## config.mk

```make
export PLATFORM = sky130hd
export DESIGN_NAME = shmcp_4_prog_loader_flat
export DESIGN_NICKNAME = d
export VERILOG_FILES = /design/src/rtl/shmcp_4_prog_loader_if.sv /design/src/rtl/shmcp_4_prog_loader.sv /design/src/flat_wrapper.sv
export SDC_FILE = /design/constraint.sdc
export NUM_CORES = 1
export LEC_CHECK = 0
export ABC_CLOCK_PERIOD_IN_PS = 3800
export BUFFER_PORTS_ARGS = -buffer_cell sky130_fd_sc_hd__buf_4
export CORE_MARGIN = 4
export CORE_UTILIZATION = 30
export CTS_CLUSTER_SIZE = 25
export DETAILED_ROUTE_END_ITERATION = 10
export PLACE_DENSITY = 0.49
export SETUP_SLACK_MARGIN = 0.1
export SKIP_LAST_GASP = 1
export SYNTH_ARGS = -nofsm -noshare
export SYNTH_HDL_FRONTEND = slang
export SYNTH_SLANG_ARGS = --single-unit
export TNS_END_PERCENT = 1
```

## constraint.sdc

```tcl
create_clock -name clk -period 3.8 [get_ports clk]
set_input_delay 0.19 -clock clk [delete_from_list [all_inputs] [get_ports clk]]
set_output_delay 0.19 -clock clk [all_outputs]
set_load 0.005 [all_outputs]
```

## src/rtl/shmcp_4_prog_loader_if.sv

```systemverilog
// Program byte stream into the SHMCP_4 loader: valid/ready handshake with a
// final-byte marker. The master is the host side and the slave is the loader.
interface shmcp_4_prog_loader_if;
  logic       in_valid;
  logic       in_ready;
  logic [7:0] in_data;
  logic       in_last;

  modport master (
    output in_valid,
    output in_data,
    output in_last,
    input  in_ready
  );

  modport slave (
    input  in_valid,
    input  in_data,
    input  in_last,
    output in_ready
  );
endinterface : shmcp_4_prog_loader_if

```

## src/rtl/shmcp_4_prog_loader.sv

```systemverilog
// Host-side program loader for the SHMCP_4 core.
// Buffers program bytes from a valid/ready stream in a small FIFO. It issues
// one load pulse per byte, in order, at the configured spacing. After the final
// byte it waits for a settle gap and then holds state=1 (run) until halt.
// Optional feature macro: LOADER_CKSUM_EN. When it is defined, the in_last byte
// is a checksum. It is not loaded into the core. The 8-bit sum of every byte,
// including the checksum, must be 8'h00, or the loader goes to the error state.
module shmcp_4_prog_loader #(
  parameter int FIFO_DEPTH   = 4,   // power of 2, >= 2
  parameter int MAX_PROG     = 16,  // 4-bit PC on the core
  parameter int LOAD_SPACING = 1,   // >= 1, 1 = back-to-back loads
  parameter int GAP_CYCLES   = 1    // idle cycles after the final load
) (
  input  logic                        clk,
  input  logic                        rst,
  shmcp_4_prog_loader_if.slave        in_if,
  input  logic                        halt,
  output logic                        load,
  output logic [7:0]                  instr,
  output logic                        state,
  output logic                        busy,
  output logic                        err
);

  localparam int AW = $clog2(FIFO_DEPTH);
  localparam int PW = AW + 1;                    // pointer with wrap bit
  localparam int CW = $clog2(MAX_PROG + 2);      // holds MAX_PROG + 1
  localparam int SW = $clog2(LOAD_SPACING + 1);
  localparam int GW = $clog2(GAP_CYCLES + 2);

  // The checksum byte does not count toward the program limit, so the
  // checksum build may accept one extra byte.
`ifdef LOADER_CKSUM_EN
  localparam int ACC_MAX = MAX_PROG + 1;
`else
  localparam int ACC_MAX = MAX_PROG;
`endif

  typedef enum logic [2:0] {
    S_IDLE,
    S_LOAD,
    S_GAP,
    S_RUN,
    S_ERR
  } fsm_e;

  fsm_e          fsm_q, fsm_d;
  logic [PW-1:0] wr_ptr_q, wr_ptr_d;
  logic [PW-1:0] rd_ptr_q, rd_ptr_d;
  logic [SW-1:0] space_q, space_d;      // cycles until the next pop may occur
  logic [CW-1:0] cnt_q, cnt_d;          // program bytes issued to the core
  logic [CW-1:0] acc_q, acc_d;          // bytes accepted from the stream
  logic          last_seen_q, last_seen_d;
  logic [GW-1:0] gap_q, gap_d;
  logic          load_q, load_d;
  logic [7:0]    instr_q, instr_d;
  logic          state_q, state_d;
  logic          busy_q, busy_d;
  logic          err_q, err_d;
`ifdef LOADER_CKSUM_EN
  logic [7:0]    sum_q, sum_d;          // running sum of the issued bytes
`endif

  // FIFO storage: {last, data} per entry.
  logic [8:0]    mem [FIFO_DEPTH];

  logic          fifo_full;
  logic          fifo_empty;
  logic          in_ready_c;
  logic          push;
  logic [7:0]    head_data;
  logic          head_last;

  // FIFO status, head entry and stream handshake.
  always_comb begin
    fifo_empty = (wr_ptr_q == rd_ptr_q);
    fifo_full  = (wr_ptr_q[AW] != rd_ptr_q[AW]) &&
                 (wr_ptr_q[AW-1:0] == rd_ptr_q[AW-1:0]);
    head_data  = mem[rd_ptr_q[AW-1:0]][7:0];
    head_last  = mem[rd_ptr_q[AW-1:0]][8];
    // Once the final byte is in, or the program limit is reached, further
    // bytes belong to no program and are refused at the port.
    in_ready_c = !rst && !fifo_full &&
                 ((fsm_q == S_IDLE) ||
                  ((fsm_q == S_LOAD) && !last_seen_q &&
                   (acc_q != CW'(ACC_MAX))));
    push       = in_if.in_valid && in_ready_c;
  end

  assign in_if.in_ready = in_ready_c;

  // Next-state, FIFO pointers, counters and registered core outputs.
  always_comb begin
    // NOTE: every variable gets a default before the case. If any path leaves a
    // variable unassigned, synthesis infers a latch.
    fsm_d       = fsm_q;
    wr_ptr_d    = wr_ptr_q + PW'(push);
    rd_ptr_d    = rd_ptr_q;
    space_d     = (space_q != '0) ? space_q - SW'(1) : space_q;
    cnt_d       = cnt_q;
    acc_d       = acc_q + CW'(push);
    last_seen_d = last_seen_q | (push & in_if.in_last);
    gap_d       = gap_q;
    load_d      = 1'b0;
    instr_d     = 8'h00;
`ifdef LOADER_CKSUM_EN
    sum_d       = sum_q;
`endif

    case (fsm_q)
      S_IDLE: begin
        // halt is ignored here. The first accepted byte starts a load.
        if (push) fsm_d = S_LOAD;
      end

      S_LOAD: begin
        if (halt) begin
          fsm_d = S_IDLE;
        end else if (!fifo_empty && (space_q == '0)) begin
          rd_ptr_d = rd_ptr_q + PW'(1);
          space_d  = SW'(LOAD_SPACING - 1);
`ifdef LOADER_CKSUM_EN
          if (head_last) begin
            // The checksum byte only closes the program. It is never loaded.
            if (8'(sum_q + head_data) == 8'h00) fsm_d = S_GAP;
            else                                fsm_d = S_ERR;
          end else if (cnt_q == CW'(MAX_PROG)) begin
            // The program is already full and this byte is not the checksum.
            fsm_d = S_ERR;
          end else begin
            load_d  = 1'b1;
            instr_d = head_data;
            cnt_d   = cnt_q + CW'(1);
            sum_d   = sum_q + head_data;
          end
`else
          load_d  = 1'b1;
          instr_d = head_data;
          cnt_d   = cnt_q + CW'(1);
          if (head_last)                    fsm_d = S_GAP;
          else if (cnt_d == CW'(MAX_PROG))  fsm_d = S_ERR;
`endif
        end
      end

      S_GAP: begin
        // The cycle in which GAP is entered carries the last load pulse.
        // gap_q then counts the idle cycles that follow it.
        if (halt)                            fsm_d = S_IDLE;
        else if (gap_q == GW'(GAP_CYCLES))   fsm_d = S_RUN;
        else                                 gap_d = gap_q + GW'(1);
      end

      S_RUN: begin
        if (halt) fsm_d = S_IDLE;
      end

      S_ERR: begin
        if (halt) fsm_d = S_IDLE;
      end

      default: fsm_d = S_IDLE;
    endcase

    // An abort, an error or a return to idle discards any buffered bytes.
    if ((fsm_d == S_ERR) || ((fsm_d == S_IDLE) && (fsm_q != S_IDLE))) begin
      wr_ptr_d = '0;
      rd_ptr_d = '0;
    end

    // Every new program starts from clean counters.
    if (fsm_d == S_IDLE) begin
      cnt_d       = '0;
      acc_d       = '0;
      last_seen_d = 1'b0;
      space_d     = '0;
      gap_d       = '0;
`ifdef LOADER_CKSUM_EN
      sum_d       = 8'h00;
`endif
    end

    state_d = (fsm_d == S_RUN);
    busy_d  = (fsm_d != S_IDLE);
    err_d   = (fsm_d == S_ERR);
  end

  // State, pointers, counters and output registers. Reset is asynchronous.
  always_ff @(posedge clk or posedge rst) begin
    if (rst) begin
      fsm_q       <= S_IDLE;
      wr_ptr_q    <= '0;
      rd_ptr_q    <= '0;
      space_q     <= '0;
      cnt_q       <= '0;
      acc_q       <= '0;
      last_seen_q <= 1'b0;
      gap_q       <= '0;
      load_q      <= 1'b0;
      instr_q     <= 8'h00;
      state_q     <= 1'b0;
      busy_q      <= 1'b0;
      err_q       <= 1'b0;
`ifdef LOADER_CKSUM_EN
      sum_q       <= 8'h00;
`endif
    end else begin
      // NOTE: sequential state uses non-blocking assignments. Every flop then
      // samples the values from before the edge, so the order of these
      // statements does not matter.
      fsm_q       <= fsm_d;
      wr_ptr_q    <= wr_ptr_d;
      rd_ptr_q    <= rd_ptr_d;
      space_q     <= space_d;
      cnt_q       <= cnt_d;
      acc_q       <= acc_d;
      last_seen_q <= last_seen_d;
      gap_q       <= gap_d;
      load_q      <= load_d;
      instr_q     <= instr_d;
      state_q     <= state_d;
      busy_q      <= busy_d;
      err_q       <= err_d;
`ifdef LOADER_CKSUM_EN
      sum_q       <= sum_d;
`endif
    end
  end

  // FIFO write port.
  always_ff @(posedge clk) begin
    // NOTE: the storage array has no reset. Validity comes only from the
    // pointers, which are reset and flushed, so stale contents are never read.
    if (push) mem[wr_ptr_q[AW-1:0]] <= {in_if.in_last, in_if.in_data};
  end

  assign load  = load_q;
  assign instr = instr_q;
  assign state = state_q;
  assign busy  = busy_q;
  assign err   = err_q;

endmodule : shmcp_4_prog_loader
```

## src/flat_wrapper.sv

```systemverilog
// flat-port wrapper written by rule: the top's interface ports become plain ports
module shmcp_4_prog_loader_flat 
#(
  parameter int FIFO_DEPTH   = 4,                      
  parameter int MAX_PROG     = 16,                         
  parameter int LOAD_SPACING = 1,                                  
  parameter int GAP_CYCLES   = 1                                       
)
  (clk, rst, halt, load, instr, state, busy, err, in_if_in_valid, in_if_in_data, in_if_in_last, in_if_in_ready);
  shmcp_4_prog_loader_if in_if_i ();
  input  logic clk;
  input  logic rst;
  input  logic halt;
  output logic load;
  output logic [7:0] instr;
  output logic state;
  output logic busy;
  output logic err;
  input wire logic [$bits(in_if_i.in_valid)-1:0] in_if_in_valid;
  input wire logic [$bits(in_if_i.in_data)-1:0] in_if_in_data;
  input wire logic [$bits(in_if_i.in_last)-1:0] in_if_in_last;
  output wire logic [$bits(in_if_i.in_ready)-1:0] in_if_in_ready;
  assign in_if_i.in_valid = in_if_in_valid;
  assign in_if_i.in_data = in_if_in_data;
  assign in_if_i.in_last = in_if_in_last;
  assign in_if_in_ready = in_if_i.in_ready;
  shmcp_4_prog_loader #(.FIFO_DEPTH(FIFO_DEPTH), .MAX_PROG(MAX_PROG), .LOAD_SPACING(LOAD_SPACING), .GAP_CYCLES(GAP_CYCLES)) u_core (.clk(clk), .rst(rst), .in_if(in_if_i), .halt(halt), .load(load), .instr(instr), .state(state), .busy(busy), .err(err));
endmodule
```

==> results of run 1 <==
## metal layers
| layer | vias up | global-route usage |
|---|---|---|
| li1 | 776 | - |
| met1 | 790 | 0.129 |
| met2 | 23 | 0.158 |
| met3 | 4 | 0.0289 |
| met4 | 0 | 0.0438 |
| met5 | - | 0 |
## cells by family after synthesis
kind of cell             count (synthesis)  share of synthesized area
buffers and inverters                   12                     0.0230
XOR/XNOR                                14                     0.0417
AO/OA/AOI/OAI                           24                     0.0633
flip-flops                              70                      0.656
adder cells (fa/ha/maj)                  7                     0.0298
AND/OR/NAND/NOR                         52                      0.104
multiplexers                            11                     0.0821
## cells in the mapped netlist, drive strengths merged, types with 2 or more instances
cell	instances	area share
buf	6	0.015
nand4	2	0.0043
a21boi	2	0.0051
or3	2	0.0043
and3	2	0.0043
mux4	9	0.075
inv	6	0.0077
a31oi	2	0.0043
nor3	6	0.016
mux2i	2	0.0068
dfrtp	34	0.29
nor2	11	0.017
a21oi	14	0.037
nand2	6	0.0077
xnor2	6	0.018
xor2	8	0.024
edfxtp	36	0.37
ha	7	0.030
nor4b	2	0.0060
and2	9	0.019
nor2b	4	0.0085
nand3	3	0.0051
## report_power, final
part,internal [uW],total [uW],switching (uW)
combinational,221,472,251
clock,232,516,284
sequential,900,966,65.9
total,1350,1950,601
## worst paths after layout
check	end	slack, ns
setup / recovery	u_core.acc_q[1]$_DFF_PP0_	1.06
hold / removal	u_core.mem[2][1]$_DFFE_PP_	0.06
setup reg to reg	u_core.acc_q[1]$_DFF_PP0_	1.06
hold reg to reg	u_core.last_seen_q$_DFF_PP0_	0.53
max in group asynchronous	u_core.instr[6]$_DFF_PP0_	2.92
min in group asynchronous	u_core.gap_q[0]$_DFFE_PP0P_	0.55
## state kept, by name, summed over array words and instances, names as in the netlist
name / flops
u_core.mem: 36
u_core.instr: 8
u_core.acc_q: 5
u_core.cnt_q: 5
u_core.fsm_q: 3
u_core.rd_ptr_q: 3
u_core.wr_ptr_q: 3
u_core.gap_q: 2
u_core.busy: 1
u_core.err: 1
u_core.last_seen_q: 1
u_core.load: 1
u_core.state: 1
## layout make-up
| cell class | count | area, um^2 |
|---|---|---|
| timing repair buffer | 32 | 243 |
| sequential | 70 | 1930 |
| fill | 911 | 5950 |
| clock buffer | 9 | 124 |
| multi-input combinational | 108 | 943 |
| clock inverter | 6 | 38.8 |
| inverter | 6 | 22.5 |
| tap | 129 | 161 |
## worst max-delay path, cell delays in order (launching register included)
cell and delay [ns]:
dfrtp_1 0.56, buf_4 0.25, mux4_2 0.55, a31oi_1 0.24, nor3_1 0.12, nor3_4 0.67, a21boi_0 0.20
## per-stage QoR
stage	worst slack (ns)	cell area (um^2)	hold WS [ns]	std cells
after floorplan	1.12	2940	0.289	190
after global placement	0.962	3290	0.366	344
after detailed placement	0.975	3290	0.371	344
after CTS	0.957	3460	0.0339	360
after global routing	0.826	3460	0.0297	360
final	1.06	3460	0.0555	360
## what timing repair did
item,CTS,global route
hold buffers,1,0
setup endpoints to repair,0,0
buffers inserted,0,0
hold endpoints to repair,23,0
==> flow_summary.ini, run 1 <==
[power]
power.total_uw = 1950
peakVddDrop_uv = 246
leakage_uw = 0.00140
power_density_mw_per_mm2 = 564

[clock_network]
cts.repair.resized = 0
cts_made_buffers = 9
htreeDepth = 3
clock_latency_ns = 0.33
clockBufferDepth = 2
cts_num_sinks = 70
path_clk_slew_ns = 0.08
cts_tree = yes
root_buffer = clkbuf_8

[routing]
drc = 0
routed.top_layer = met4
drt_iter0_drc = 57
totalWireLength_um = 5230
wl_per_cell_um = 14.5
ant_nets = 0
met2_length_um = 2600
first_pass_iters = 4
viasPerCell = 4.43
wl_met3_um = 149
wl_met1_um = 2410
vias = 1593

[synthesis]
synthArstFlopShare = 0.486
postSynthCellCount = 190
synth_area_mm2 = 0.00294
ys_seq_elements = 70
ys_seq_area_frac = 0.656
synth.distinct_cells = 41
syn_nets = 210
syn-mean-instance-area_um2 = 15.5
synth_ff_type = edfxtp_1
yosys_warnings = 0
synth_edf_count = 36

[setup_path]
critPathCaptureType = register
critPathLaunchType = register
regToRegStartpoint = u_core.rd_ptr_q[0]$_DFFE_PP0P_
arrival_ns = 2.92
crit_fanout = 14
startpoint = u_core.rd_ptr_q[0]$_DFFE_PP0P_
worstPathRequired_ns = 3.98
critical_path_class = reg -> reg
reg2regPathDepth = 6

[cells_and_area]
drive_gt1_frac = 0.286
area_delta_synth_final_pct = 17.7
nets = 247
layout_common_cells = edfxtp_1, dfrtp_1, buf_4
final_core_util = 0.368
final_common_cell = edfxtp_1
antenna_cells = 0

[floorplanning]
core_region_area_mm2 = 0.00942
start_util = 0.313
die_x_um = 107
placementRows = 35
die_h_um = 107
dieArea_mm2 = 0.0115
ios = 26

[global_route]
grt-ovfl-total = 0
grt_max_degree = 35
grt_use_total = 0.101
grt_pass1_wl_um = 8720
antenna_found_initial = 0
grt_pass1_vias = 1677

[timing]
slew_violations = 0
setup_tns_ns = 0
layout_min_cycle_time_ns = 2.74
fin_skew_ns = 0.00580
hold_viol = 0
max_freq_mhz = 365
setup_viol = 0
maxSlewHeadroom = 0.443
rsz0062_at_grt = false
period_share = 0.720
worst_pin_slew_ns = 0.832

[run]
cap_violations = 0

[place]
io_buffers = 25
routabilityCongestion = 0.675
dp_hpwl_um = 3410

[outcome]
status = complete, no violations

[worst_hold_path]
holdCritPathClass = in -> reg
hold_depth = 1
hp-start = in_if_in_data[1]
No activity file was read; power rests on OpenSTA's default activity.
==> inputs of run 2 (changes only) <==
Settings changed: ABC_CLOCK_PERIOD_IN_PS 3800 to 2320, PLACE_DENSITY 0.49 to 0.5.
Clock period 3.8 ns to 2.32 ns, I/O delays scaled along.
==> run 2 against run 1 <==
Compared with the run above: cell area up 10%; critical path type unchanged; largest cell class unchanged; largest power group unchanged; critical endpoint is now u_core.acc_q[4]$_DFF_PP0_; highest routed layer unchanged; non-clock buffer count rose by 21; die area unchanged.
==> flow_summary.ini, run 2 (synthesis gave the netlist of run 1 again) <==
[routing]
wl_per_cell_um = 14.1
first_pass_iters = 4
ant_nets = 0
totalWireLength_um = 5400
drt_iter0_drc = 76
vias = 1667
viasPerCell = 4.36
drc = 0

[run]
cap_violations = 0

[setup_path]
r2r_setup_slack_ns = 0.15
cp.depth = 9
arrival_ns = 2.40
path_cells = xnor2_2, a311o_1, or3_4, inv_4, ha_2, ha_4, nand3_1, xor2_1, a21oi_2
critical_path_class = reg -> reg
worstPathRequired_ns = 2.55
regToRegStartpoint = u_core.rd_ptr_q[1]$_DFFE_PP0P_
r2r_end = u_core.acc_q[4]$_DFF_PP0_
critPathLaunchType = register
slowest_stage = dfrtp_1
crit_fanout = 4
critPathCaptureType = register
reg2regPathDepth = 9
path_buf_inv = 1
critical-path-top-delay-family = simple AND/OR/NAND/NOR gates
cp_slowest_stage_delay_ns = 0.42
cp-endpoint = u_core.acc_q[4]$_DFF_PP0_
startpoint = u_core.rd_ptr_q[1]$_DFFE_PP0P_

[clock_network]
root_buffer = clkbuf_8
htreeDepth = 3
cts_num_sinks = 70
cts_made_buffers = 9
clock_latency_ns = 0.34
path_clk_slew_ns = 0.07
cts_tree = yes
clockBufferDepth = 2

[global_route]
grt-ovfl-total = 0
grt_max_degree = 35
grt_pass1_vias = 1791
grt_use_total = 0.103
antenna_found_initial = 0
grt_pass1_wl_um = 8890

[cells_and_area]
nets = 268
final_common_cell = buf_4
fin_area_mm2 = 0.00382
largest_reg_flops = 36
layout_common_cells = buf_4, edfxtp_1, dfrtp_1
finalNonFillerCells = 382
antenna_cells = 0
drive_gt1_frac = 0.348
area_delta_synth_final_pct = 29.7

[timing]
period_share = 0.936
setup_tns_ns = 0
rsz0062_at_grt = true
worst_pin_slew_ns = 0.452
max_freq_mhz = 460
setup_viol = 0
slew_violations = 0
layout_min_cycle_time_ns = 2.17
hold_viol = 0
maxSlewHeadroom = 0.699
fin_skew_ns = 0.00834

[power]
peakVddDrop_uv = 446
power_density_mw_per_mm2 = 977
p_seq_frac = 0.417
intPower_uw = 2690
power.total_uw = 3730
leakage_uw = 0.00155
power.share.combinational = 0.265
p_switching_uw = 1040
pwr-share-clk = 0.318
switching_share = 0.278

[floorplanning]
ios = 26
core_region_area_mm2 = 0.00942
placementRows = 35
die_x_um = 107
start_util = 0.313
dieArea_mm2 = 0.0115
die_h_um = 107

[place]
placed_area_mm2 = 0.00342
dp_hpwl_um = 3530
place_inst = 355
routabilityCongestion = 0.735
io_buffers = 25

[worst_hold_path]
hold_depth = 2
hp-start = halt
holdCritPathClass = in -> reg

[outcome]
status = complete, no violations
-- run 2: cell types whose count changed in the layout (fill, tap and decap cells not counted), moves of 2 or more --
cell / previous run / this run
bufinv_16: 0 / 3
buf_12: 0 / 3
ha_1: 7 / 5
dlygate4sd3_1: 1 / 10
buf_4: 31 / 40
clkinv_2: 3 / 1
clkinv_4: 0 / 2
-- run 2: worst reg2reg max path, cell delays in order, from the launching register on --
cell and delay (ns):
dfrtp_1 0.42, xnor2_2 0.15, a311o_1 0.38, or3_4 0.40
inv_4 0.07, ha_2 0.20, ha_4 0.14, nand3_1 0.08
xor2_1 0.17, a21oi_2 0.04
-- run 2: worst min-delay path by stage --
| stage | end | slack (ns) |
|---|---|---|
| finish | u_core.fsm_q[1]$_DFF_PP0_ | 0.03 |
| global route | u_core.fsm_q[1]$_DFF_PP0_ | 0.01 |
| CTS | u_core.fsm_q[1]$_DFF_PP0_ | 0.006 |
| detailed placement | u_core.state$_DFF_PP0_ | 0.30 |
| global placement | u_core.state$_DFF_PP0_ | 0.30 |
| floorplan | u_core.acc_q[0]$_DFF_PP0_ | 0.06 |
-- run 2: repair_timing --
item | CTS | global route
hold endpoints to repair | 70 | 0
buffers inserted | 0 | 1
setup endpoints to repair | 0 | 14
gates resized for setup | 0 | 11
hold buffers | 10 | 0
-- run 2: per-layer routing --
metal,global-route usage,routed length (um)
met1,0.122,2350
met2,0.172,2790
met3,0.0271,150
met4,0.0548,106
met5,0,0
-- run 2: layout make-up --
type | count | area (um^2)
flip-flops and latches | 70 | 1930
repair buffers | 53 | 460
clock buffers | 9 | 124
fillers | 881 | 5600
inverters | 6 | 28.8
well taps | 129 | 161
multi-input cells | 108 | 990
clock inverters | 7 | 121
-- run 2: through the flow --
| step | worst slack (ns) | hold WS, ns | util |
|---|---|---|---|
| 6_report | 0.148 | 0.0299 | 0.405 |
| 5_1_grt | 0.0389 | 0.0116 | 0.405 |
| 4_1_cts | 0.105 | 0.00616 | 0.399 |
| 3_5_place_dp | 0.125 | 0.295 | 0.363 |
| 3_3_place_gp | 0.161 | 0.298 | 0.363 |
| 2_1_floorplan | 0.0275 | 0.0609 | - |
-- run 2: power groups by stage --
stage	registers (uW)	logic [uW]	clock network, uW
finish	1550	989	1190
global route	1570	1100	1290
CTS	1550	971	1230
detailed placement	1570	953	0
global placement	1570	955	0
floorplan	1590	592	0
